--- src/rtl/multi_sprite_compositor.sv ---
// Composites NUM_SPRITES 1-bpp sprites over a per-pixel background colour, with
// frame-synchronous double-buffered attributes and a per-frame collision report.
module multi_sprite_compositor #(
  parameter int NUM_SPRITES   = 4,
  parameter int SPRITE_WIDTH  = 12,
  parameter int SPRITE_HEIGHT = 12,
  parameter int SCALE_LOG2    = 3,
  parameter int COORD_W       = 11,
  parameter int WIDTH_SMALL   = 100,
  parameter int HEIGHT_SMALL  = 75,
  localparam int IW = (NUM_SPRITES > 1) ? $clog2(NUM_SPRITES) : 1,
  localparam int RW = (SPRITE_HEIGHT > 1) ? $clog2(SPRITE_HEIGHT) : 1
) (
  input  logic                    clk_i,
  input  logic                    rst_i,
  input  logic [COORD_W-1:0]      counter_h_i,
  input  logic [COORD_W-1:0]      counter_v_i,
  input  logic                    blank_i,
  input  logic                    next_frame_i,
  input  logic [5:0]              bg_color_i,
  input  logic                    attr_we_i,
  input  logic [IW-1:0]           attr_sprite_i,
  input  logic [1:0]              attr_field_i,
  input  logic [7:0]              attr_wdata_i,
  input  logic                    bm_we_i,
  input  logic [IW-1:0]           bm_sprite_i,
  input  logic [RW-1:0]           bm_row_i,
  input  logic [SPRITE_WIDTH-1:0] bm_data_i,
  output logic [5:0]              rrggbb_o,
  output logic [NUM_SPRITES-1:0]  collision_o,
  output logic                    collision_valid_o
);

  localparam int CW1 = COORD_W + 1;
  localparam logic [CW1-1:0] MAX_X = CW1'(WIDTH_SMALL - SPRITE_WIDTH);
  localparam logic [CW1-1:0] MAX_Y = CW1'(HEIGHT_SMALL - SPRITE_HEIGHT);
  localparam logic [CW1-1:0] SPR_W = CW1'(SPRITE_WIDTH);
  localparam logic [CW1-1:0] SPR_H = CW1'(SPRITE_HEIGHT);
  localparam logic [SPRITE_WIDTH-1:0] MSB_MASK = {1'b1, {(SPRITE_WIDTH-1){1'b0}}};
  localparam logic [5:0] RESET_COLOR = 6'b110001;

  logic [7:0]              pend_x_r     [NUM_SPRITES];
  logic [7:0]              pend_y_r     [NUM_SPRITES];
  logic [5:0]              pend_color_r [NUM_SPRITES];
  logic [NUM_SPRITES-1:0]  pend_en_r;
  logic [CW1-1:0]          act_x_r      [NUM_SPRITES];
  logic [CW1-1:0]          act_y_r      [NUM_SPRITES];
  logic [5:0]              act_color_r  [NUM_SPRITES];
  logic [NUM_SPRITES-1:0]  act_en_r;
  logic [SPRITE_WIDTH-1:0] bitmap_r     [NUM_SPRITES][SPRITE_HEIGHT];

  logic [NUM_SPRITES-1:0]  acc_r;
  logic [NUM_SPRITES-1:0]  coll_r;
  logic                    coll_valid_r;
  logic [5:0]              rrggbb_r;

  logic                    attr_ok_s;
  logic                    bm_ok_s;
  logic [CW1-1:0]          hx_s;
  logic [CW1-1:0]          vy_s;
  logic [NUM_SPRITES-1:0]  hit_s;
  logic [NUM_SPRITES-1:0]  coll_hit_s;
  logic [5:0]              pix_color_s;

  function automatic logic [CW1-1:0] clamp_coord(input logic [7:0] v, input logic [CW1-1:0] lim);
    logic [CW1-1:0] ext;
    ext = CW1'(v);
    if (ext > lim) begin
      return lim;
    end else begin
      return ext;
    end
  endfunction

  assign attr_ok_s = attr_we_i && ({1'b0, attr_sprite_i} < (IW+1)'(NUM_SPRITES));
  assign bm_ok_s   = bm_we_i && ({1'b0, bm_sprite_i} < (IW+1)'(NUM_SPRITES))
                     && ({1'b0, bm_row_i} < (RW+1)'(SPRITE_HEIGHT));
  assign hx_s = CW1'(counter_h_i >> SCALE_LOG2);
  assign vy_s = CW1'(counter_v_i >> SCALE_LOG2);

  // Pending attribute writes and the frame-boundary pending-to-active swap.
  always_ff @(posedge clk_i) begin
    if (rst_i) begin
      for (int i = 0; i < NUM_SPRITES; i++) begin
        pend_x_r[i]     <= 8'd0;
        pend_y_r[i]     <= 8'd0;
        pend_color_r[i] <= RESET_COLOR;
        act_x_r[i]      <= {CW1{1'b0}};
        act_y_r[i]      <= {CW1{1'b0}};
        act_color_r[i]  <= RESET_COLOR;
      end
      pend_en_r <= {NUM_SPRITES{1'b0}};
      act_en_r  <= {NUM_SPRITES{1'b0}};
    end else begin
      if (attr_ok_s) begin
        case (attr_field_i)
          2'd0:    pend_x_r[attr_sprite_i]     <= attr_wdata_i;
          2'd1:    pend_y_r[attr_sprite_i]     <= attr_wdata_i;
          2'd2:    pend_color_r[attr_sprite_i] <= attr_wdata_i[5:0];
          2'd3:    pend_en_r[attr_sprite_i]    <= attr_wdata_i[0];
          default: pend_en_r <= pend_en_r;
        endcase
      end
      // The swap reads pending before any same-cycle write lands.
      if (next_frame_i) begin
        for (int i = 0; i < NUM_SPRITES; i++) begin
          act_x_r[i]     <= clamp_coord(pend_x_r[i], MAX_X);
          act_y_r[i]     <= clamp_coord(pend_y_r[i], MAX_Y);
          act_color_r[i] <= pend_color_r[i];
        end
        act_en_r <= pend_en_r;
      end
    end
  end

  // Sprite bitmap rows, written directly with no shadow copy.
  always_ff @(posedge clk_i) begin
    if (rst_i) begin
      for (int i = 0; i < NUM_SPRITES; i++) begin
        for (int r = 0; r < SPRITE_HEIGHT; r++) begin
          bitmap_r[i][r] <= {SPRITE_WIDTH{1'b0}};
        end
      end
    end else if (bm_ok_s) begin
      bitmap_r[bm_sprite_i][bm_row_i] <= bm_data_i;
    end
  end

  for (genvar g = 0; g < NUM_SPRITES; g++) begin : g_hit
    logic [CW1-1:0]          dx_s;
    logic [CW1-1:0]          dy_s;
    logic                    in_win_s;
    logic [SPRITE_WIDTH-1:0] row_bits_s;
    assign dx_s       = hx_s - act_x_r[g];
    assign dy_s       = vy_s - act_y_r[g];
    assign in_win_s   = (hx_s >= act_x_r[g]) && (hx_s < act_x_r[g] + SPR_W)
                        && (vy_s >= act_y_r[g]) && (vy_s < act_y_r[g] + SPR_H);
    assign row_bits_s = bitmap_r[g][dy_s];
    assign hit_s[g]   = act_en_r[g] && in_win_s && (|(row_bits_s & (MSB_MASK >> dx_s)));
  end

  // Priority pick: lowest-index hitting sprite overrides the background.
  always_comb begin
    pix_color_s = bg_color_i;
    for (int i = NUM_SPRITES - 1; i >= 0; i--) begin
      if (hit_s[i]) begin
        pix_color_s = act_color_r[i];
      end else begin
        pix_color_s = pix_color_s;
      end
    end
    if (!blank_i && ($countones(hit_s) > 1)) begin
      coll_hit_s = hit_s;
    end else begin
      coll_hit_s = {NUM_SPRITES{1'b0}};
    end
  end

  // Registered pixel output and collision accumulator / per-frame report.
  always_ff @(posedge clk_i) begin
    if (rst_i) begin
      rrggbb_r     <= 6'd0;
      acc_r        <= {NUM_SPRITES{1'b0}};
      coll_r       <= {NUM_SPRITES{1'b0}};
      coll_valid_r <= 1'b0;
    end else begin
      rrggbb_r <= blank_i ? 6'd0 : pix_color_s;
      if (next_frame_i) begin
        coll_r       <= acc_r | coll_hit_s;
        acc_r        <= {NUM_SPRITES{1'b0}};
        coll_valid_r <= 1'b1;
      end else begin
        acc_r        <= acc_r | coll_hit_s;
        coll_valid_r <= 1'b0;
      end
    end
  end

  assign rrggbb_o          = rrggbb_r;
  assign collision_o       = coll_r;
  assign collision_valid_o = coll_valid_r;

endmodule

--- config.mk ---
export PLATFORM = sky130hd
export DESIGN_NAME = multi_sprite_compositor
export DESIGN_NICKNAME = d
export VERILOG_FILES = /design/src/rtl/multi_sprite_compositor.sv
export SDC_FILE = /design/constraint.sdc
export NUM_CORES = 1
export LEC_CHECK = 0
export BUFFER_PORTS_ARGS = -buffer_cell sky130_fd_sc_hd__buf_2
export CORE_UTILIZATION = 60
export CTS_CLUSTER_DIAMETER = 60
export CTS_CLUSTER_SIZE = 8
export DETAILED_ROUTE_END_ITERATION = 16
export PLACE_DENSITY = 0.77
export SYNTH_ARGS = -nofsm -noshare
export SYNTH_HDL_FRONTEND = slang
export SYNTH_SLANG_ARGS = --single-unit
--- constraint.sdc ---
create_clock -name clk_i -period 5.75 [get_ports clk_i]
set_clock_uncertainty 0.2 [all_clocks]
set_input_delay 0.2875 -clock clk_i [delete_from_list [all_inputs] [get_ports clk_i]]
set_output_delay 0.2875 -clock clk_i [all_outputs]
set_load 0.02 [all_outputs]
After elaboration in Yosys (flattened, before gate mapping)
Memories as Yosys holds them, arrays and structs flattened.
Index checks and enable logic that the tools add are counted.
Storage, ports and cells
  register bits: 23
  bits in latches: 0
  RAM bits: 784
  memory bits (read-only): 0
  input bits: 64
  output and inout port bits: 11
  logic and storage cells: 222
  memories: 7
Memory list
  bitmap_r: depth 4, bits a word 144, rd ports 4, clocked after memory_dff 0, write ports 4, RTL line 50  | logic [SPRITE_WIDTH-1:0] bitmap_r [NUM_SPRITES][SPRITE_HEIGHT];
  act_x_r: depth 4, bits a word 12, rd ports 4, clocked after memory_dff 0, write ports 4, RTL line 46  | logic [CW1-1:0] act_x_r [NUM_SPRITES];
  act_y_r: depth 4, bits a word 12, rd ports 4, clocked after memory_dff 0, write ports 4, RTL line 47  | logic [CW1-1:0] act_y_r [NUM_SPRITES];
  pend_x_r: depth 4, bits a word 8, rd ports 4, clocked after memory_dff 0, write ports 4, RTL line 42  | logic [7:0] pend_x_r [NUM_SPRITES];
  pend_y_r: depth 4, bits a word 8, rd ports 4, clocked after memory_dff 0, write ports 4, RTL line 43  | logic [7:0] pend_y_r [NUM_SPRITES];
  act_color_r: depth 4, bits a word 6, rd ports 4, clocked after memory_dff 0, write ports 4, RTL line 48  | logic [5:0] act_color_r [NUM_SPRITES];
  1 more memories
Operators by class
  $add $sub $neg: 19
  multipliers: 0
  div/mod/pow operators: 0
  $lt $le $gt $ge: 34
  eq/ne operators: 3
  shifts and indexed selects: 4
  muxes and demuxes: 90
  bitwise logic cells: 22
  reduce and logical (&&, ||, !) cells: 37
Operators by type and width (count)
  $mux W144: 3
  $mux W12: 33
  $bmux W12 S4: 4
  $reduce_or A144 Y1: 1
  $add A12 B4 Y12 const B: 8
  $ge A8 B12 Y1: 8
  $lt A8 B12 Y1: 8
  $sub A8 B12 Y12: 8
  $mux W8: 10
  $mux W6: 9
  $ge A13 B5 Y1 const B: 4
  $not A12 Y13: 4
  $and A12 B12 Y12: 4
  $demux W12 S4: 1
  $reduce_or A12 Y1: 4
  $shr A12 B12 Y12 const A: 4
  $gt A8 B6 Y1 const B: 4
  $gt A8 B7 Y1 const B: 4
  $logic_and A1 B1 Y1: 24
  $mux W1: 23
  $reduce_or A8 Y1: 2
  $or A1 B1 Y1: 12
  $mux W2: 4
  $reduce_or A6 Y1: 1
  other kinds (19): 22

Depth between registers and ports, before layout
An unclocked memory read counts as a cell.
  word-level depth: 15
  depth in mapped cells: 20
  depth with buffers taken out: 18

Worst setup path before layout
OpenSTA, ideal clock, no wires.
  kind: input port to flip-flop
  start: in counter_v_i[3]
  end: reg acc_r[1]
  library setup time: 253 ps
  arrival: 4079 ps
  data required time: 5297 ps
  setup slack: 1218 ps
  cell stages on the path: 18
  buffers on the path: 3
  cell sequence: inv_1 > ha_1 > inv_1 > fa_1 > buf_2 > buf_2 > buf_1 > mux4_2 > mux2i_1 > o21ai_0 > nand3_1 > a311oi_1 > o311ai_4 > fa_1 > nor2_1 > a31o_2 > a31oi_1 > nor2_1
On the way
  cells in the longest elaborated chain, start to end: 14
  elaborated cells on any way between the ends: 59
  classes of those cells: 7 x add/sub; 9 x order compare; 13 x mux; 9 x bitwise; 21 x reduce/logical
RTL lines
  start, declared: RTL line 17  | input logic [COORD_W-1:0] counter_v_i,
  $sub A8 B12 Y12: RTL line 135  | assign dy_s = vy_s - act_y_r[g];
  $not A12 Y13 (implied by the code): RTL line 138  | assign row_bits_s = bitmap_r[g][dy_s];
  $bmux W12 S4: RTL line 138
  $mux W12 (implied by the code) (2 in a row): RTL line 138
  $and A12 B12 Y12: RTL line 139  | assign hit_s[g] = act_en_r[g] && in_win_s && (|(row_bits_s & (MSB_MASK >> dx_s)));
  $reduce_or A12 Y1: RTL line 139
  $logic_and A1 B1 Y1: RTL line 139
  $add A1 B1 Y2 (implied by the code): RTL line 152  | if (!blank_i && ($countones(hit_s) > 1)) begin
  $add A2 B2 Y3 (implied by the code): RTL line 152
  $gt A3 B1 Y1: RTL line 152
  $logic_and A1 B1 Y1: RTL line 152
  $mux W4 *: RTL line 152
  $or A4 B4 Y4 *: RTL line 173  | acc_r <= acc_r | coll_hit_s;
  end signal, assigned: RTL line 163  | acc_r <= {NUM_SPRITES{1'b0}};
  end signal, assigned: RTL line 170  | acc_r <= {NUM_SPRITES{1'b0}};
  end signal, assigned: RTL line 173
  end, declared: RTL line 52  | logic [NUM_SPRITES-1:0] acc_r;
Every way passes the cells marked *; elsewhere a longest branch is shown, timed or not. The select of a mux whose other input is x is not followed.
A chain may end at the register's enable or synchronous reset.

==> flow_summary.json <==
{
  "post-cts-setup-buffer-count": 0,
  "synth_edf_count": 752,
  "syn-instance-count": 3013,
  "ys_warn_count": 0,
  "detail-route-antenna-nets": 0,
  "cts_buffer_count": 107,
  "crit_path_top_delay_cell": "dlygate4sd3_1",
  "syn_area_per_cell_um2": 12.92,
  "drive_above_1_share_pct": 13.49,
  "drt-initial-drc-count": 2657,
  "avgViaCountPerCell": 6.202,
  "area_delta_synth_final_pct": 11.11,
  "power_leakage_nw": 16.01,
  "timing_worst_setup_path_type": "reg2reg",
  "mostFrequentLayoutCell": "edfxtp_1",
  "tritoncts_clock_tree": "built",
  "synth-simple-area-share_pct": 16.23,
  "met1_length_mm": 36.34,
  "cts-root-to-sink-buffers": 3,
  "fin_nets": 3280,
  "netlist_area_before_placement_um2": 38930,
  "crit_family": "simple AND/OR/NAND/NOR gates",
  "routed-via-count": 24620,
  "netlist-cell-type-count": 97,
  "clk_pin_slew_worst_paths_ps": 50,
  "fin_crit_ps": 4936,
  "synth-main-ff-cell": "edfxtp_1",
  "wl_met2_mm": 47.15,
  "worstPathRequired_ps": 6070,
  "place_hpwl_mm": 62.52,
  "delay_contributed_by_the_slowest_stage_of_the_critical_path_ps": 560,
  "post_synth_mux_area_share_pct": 9.041,
  "drt-wirelength-per-cell_um": 23.96,
  "initial_core_util_pct": 60.61,
  "dieWidth_um": 256.7,
  "groute.usage.overall_pct": 28.88,
  "detailed_place.area_um2": 40040,
  "yosys-top-cells-area": "edfxtp_1 (58%), and2_1 (9.5%), mux4_2 (7.4%)",
  "cp_max_fo": 13,
  "async_set_or_reset_register_ratio_after_synthesis_pct": 0,
  "arrival_ps": 5260,
  "grt_pass1_wl_mm": 143.4,
  "final_cell_mix": "edfxtp_1 (752), and2_1 (592), nor2_1 (235)",
  "dieHeight_um": 256.7,
  "cts.htree.levels": 3,
  "seq_area_frac_synth_pct": 59.19,
  "drt-total-wl_mm": 95.10,
  "yosys.area_share.adder_pct": 4.320,
  "synthXorXnorAreaFrac_pct": 1.395,
  "routabilityCongestion": 0.9018,
  "drc": 0,
  "crit_chain": "inv_1 > ha_1 > and3b_1 > or3_1 > nand2_1 > mux2_2 > a211oi_1 > a311oi_1 > o311ai_4 > buf_4 > mux2i_1 > nand3_1 > o311a_1 > dlygate4sd3_1",
  "layout.cell_area.non_filler_um2": 43250,
  "core-area_um2": 64230,
  "number_of_max_slew_violations_in_the_final_report": 0,
  "ioPinCount": 75,
  "rows": 93,
  "post-synth-top-area-fraction_pct": 58.01,
  "maxCapViolCount": 0,
  "globalRouteOverflowTotal": 0,
  "grt_antenna_before_repair": 0,
  "yosys.area.top_type": "edfxtp_1",
  "largest_family_of_logic_cells_by_synthesized_area": "simple AND/OR/NAND/NOR gates",
  "clock_root_buffer": "clkbuf_16",
  "timing_hold_violations_final": 0,
  "critical_path_buf_inv_count": 3,
  "max-vdd-ir-drop_v": 0.0003059,
  "maxClockFrequency_ghz": 0.2026,
  "cp-end-kind": "flop",
  "outcome": "finished clean",
  "cts.sink_count": 775,
  "largest_net_degree_at_the_start_of_global_routing": 63,
  "dieArea_um2": 65900,
  "yosys_register_bits": 775,
  "max-slew-margin-rel_pct": 9.660,
  "grt_pass1_vias": 25100,
  "period_utilization_pct": 85.85,
  "io_buffers": 68,
  "met3RoutedLength_mm": 8.218,
  "totalNegativeSetupSlack_ps": 0,
  "worstSkewPairLatency_ps": 670,
  "min_path_type": "in2reg",
  "power.density_cell_area_nw_per_um2": 329.6,
  "worst_pin_slew_ps": 1346,
  "drt-pass1-iter-count": 9,
  "grt_setup_unrepaired": "false",
  "crit_path_start_kind": "flop",
  "top_layer_used": "met4",
  "setup_viol_count_final": 0,
  "synth-compound-area-share_pct": 6.216
}
## cell usage after synthesis, drive strengths merged, types with 7 or more instances
cell     instances
mux2i           55
xnor2           39
a311oi           7
nand2b          27
xor2            20
a211oi          12
mux4           130
a21oi           70
nor3            24
inv            136
nor2           235
o21a            21
a211o            7
o211ai           9
nand4           12
a41oi            7
and2           595
o31ai           10
o2111ai          8
ha             120
edfxtp         752
and4             7
dfxtp           23
o21ai          107
and3             8
clkbuf         156
buf             47
or2              9
nand3           44
a21o            19
fa               9
nor2b           19
nand2          143
a31oi           20
## layout make-up
type / instances / area (um^2)
Sequential cell: 775 / 23040
Fill cell: 4406 / 20980
Multi-Input combinational cell: 1909 / 14580
Clock buffer: 129 / 2781
Timing Repair Buffer: 157 / 1131
Tap cell: 855 / 1070
Inverter: 137 / 514.2
Clock inverter: 7 / 131.4
Antenna cell: 1 / 2.502
## state kept, by name, indices dropped and copies added (netlist names)
register / cells
acc_r: 4
act_color_r: 24
act_en_r: 4
act_x_r: 32
act_y_r: 32
bitmap_r: 576
collision_o: 4
collision_valid_o: 1
pend_color_r: 24
pend_en_r: 4
pend_x_r: 32
pend_y_r: 32
rrggbb_o: 6
## final timing paths
| kind | end | slack, ps | cells after the start | from |
|---|---|---|---|---|
| setup / recovery | rrggbb_o[4] | 810 | 14 | act_y_r[0][38] |
| hold / removal | pend_x_r[3][6] | 90 | 2 | attr_field_i[1] |
| setup reg to reg | rrggbb_o[4] | 810 | 14 | act_y_r[0][38] |
| hold reg to reg | acc_r[2] | 260 | 2 | acc_r[2] |
## per-stage QoR
step | instances | utilization, % | worst slack, ps | hold slack [ps] | total power, W
finish | 3970 | 67.34 | 813.7 | 89.54 | 0.01426
global route | 3969 | 67.33 | 553.6 | 103.8 | 0.01466
CTS | 3969 | 67.33 | 887.7 | 44.13 | 0.01427
detailed placement | 3804 | 62.34 | 585.7 | 245.5 | 0.008703
global placement | 3804 | 62.34 | 633.5 | 240.0 | 0.008627
floorplan | 3024 | - | 1218 | 224.2 | 0.008063
## timing repair
item | in CTS | in global routing
hold buffers | 29 | 0
resized for setup | 0 | 0
hold endpoints to repair | 91 | 0
setup endpoints to repair | 0 | 0
## worst reg2reg max path, stage by stage (launching register included)
cell,delay [ps]
edfxtp_1,430
inv_1,150
ha_1,320
and3b_1,220
or3_1,450
nand2_1,420
mux2_2,390
a211oi_1,290
a311oi_1,130
o311ai_4,510
buf_4,300
mux2i_1,210
nand3_1,100
o311a_1,160
dlygate4sd3_1,560
## cell families (layout without fill, tap and decap cells)
| kind of cell | count (synthesis) | count (layout) |
|---|---|---|
| mux | 188 | 188 |
| flops | 775 | 775 |
| other cells | 1 | 13 |
| xor+xnor | 59 | 59 |
| fa+ha+maj | 129 | 129 |
| simple gates | 1156 | 1156 |
| compound gates | 365 | 365 |
| buf+inv | 340 | 430 |
## power by group
part / internal [W] / switching [W]
Sequential: 0.00651 / 0.000104
Clock: 0.00335 / 0.00227
Combinational: 0.000816 / 0.00121
Total: 0.0107 / 0.00359
## metal layers
layer  vias to the layer above  global-route usage [%]
met4                         0                   11.79
li1                      10990                       -
met2                      1173                   48.78
met5                         -                       0
met3                       242                   4.962
met1                     12220                   37.14
Power figures use the tool's default switching activity.
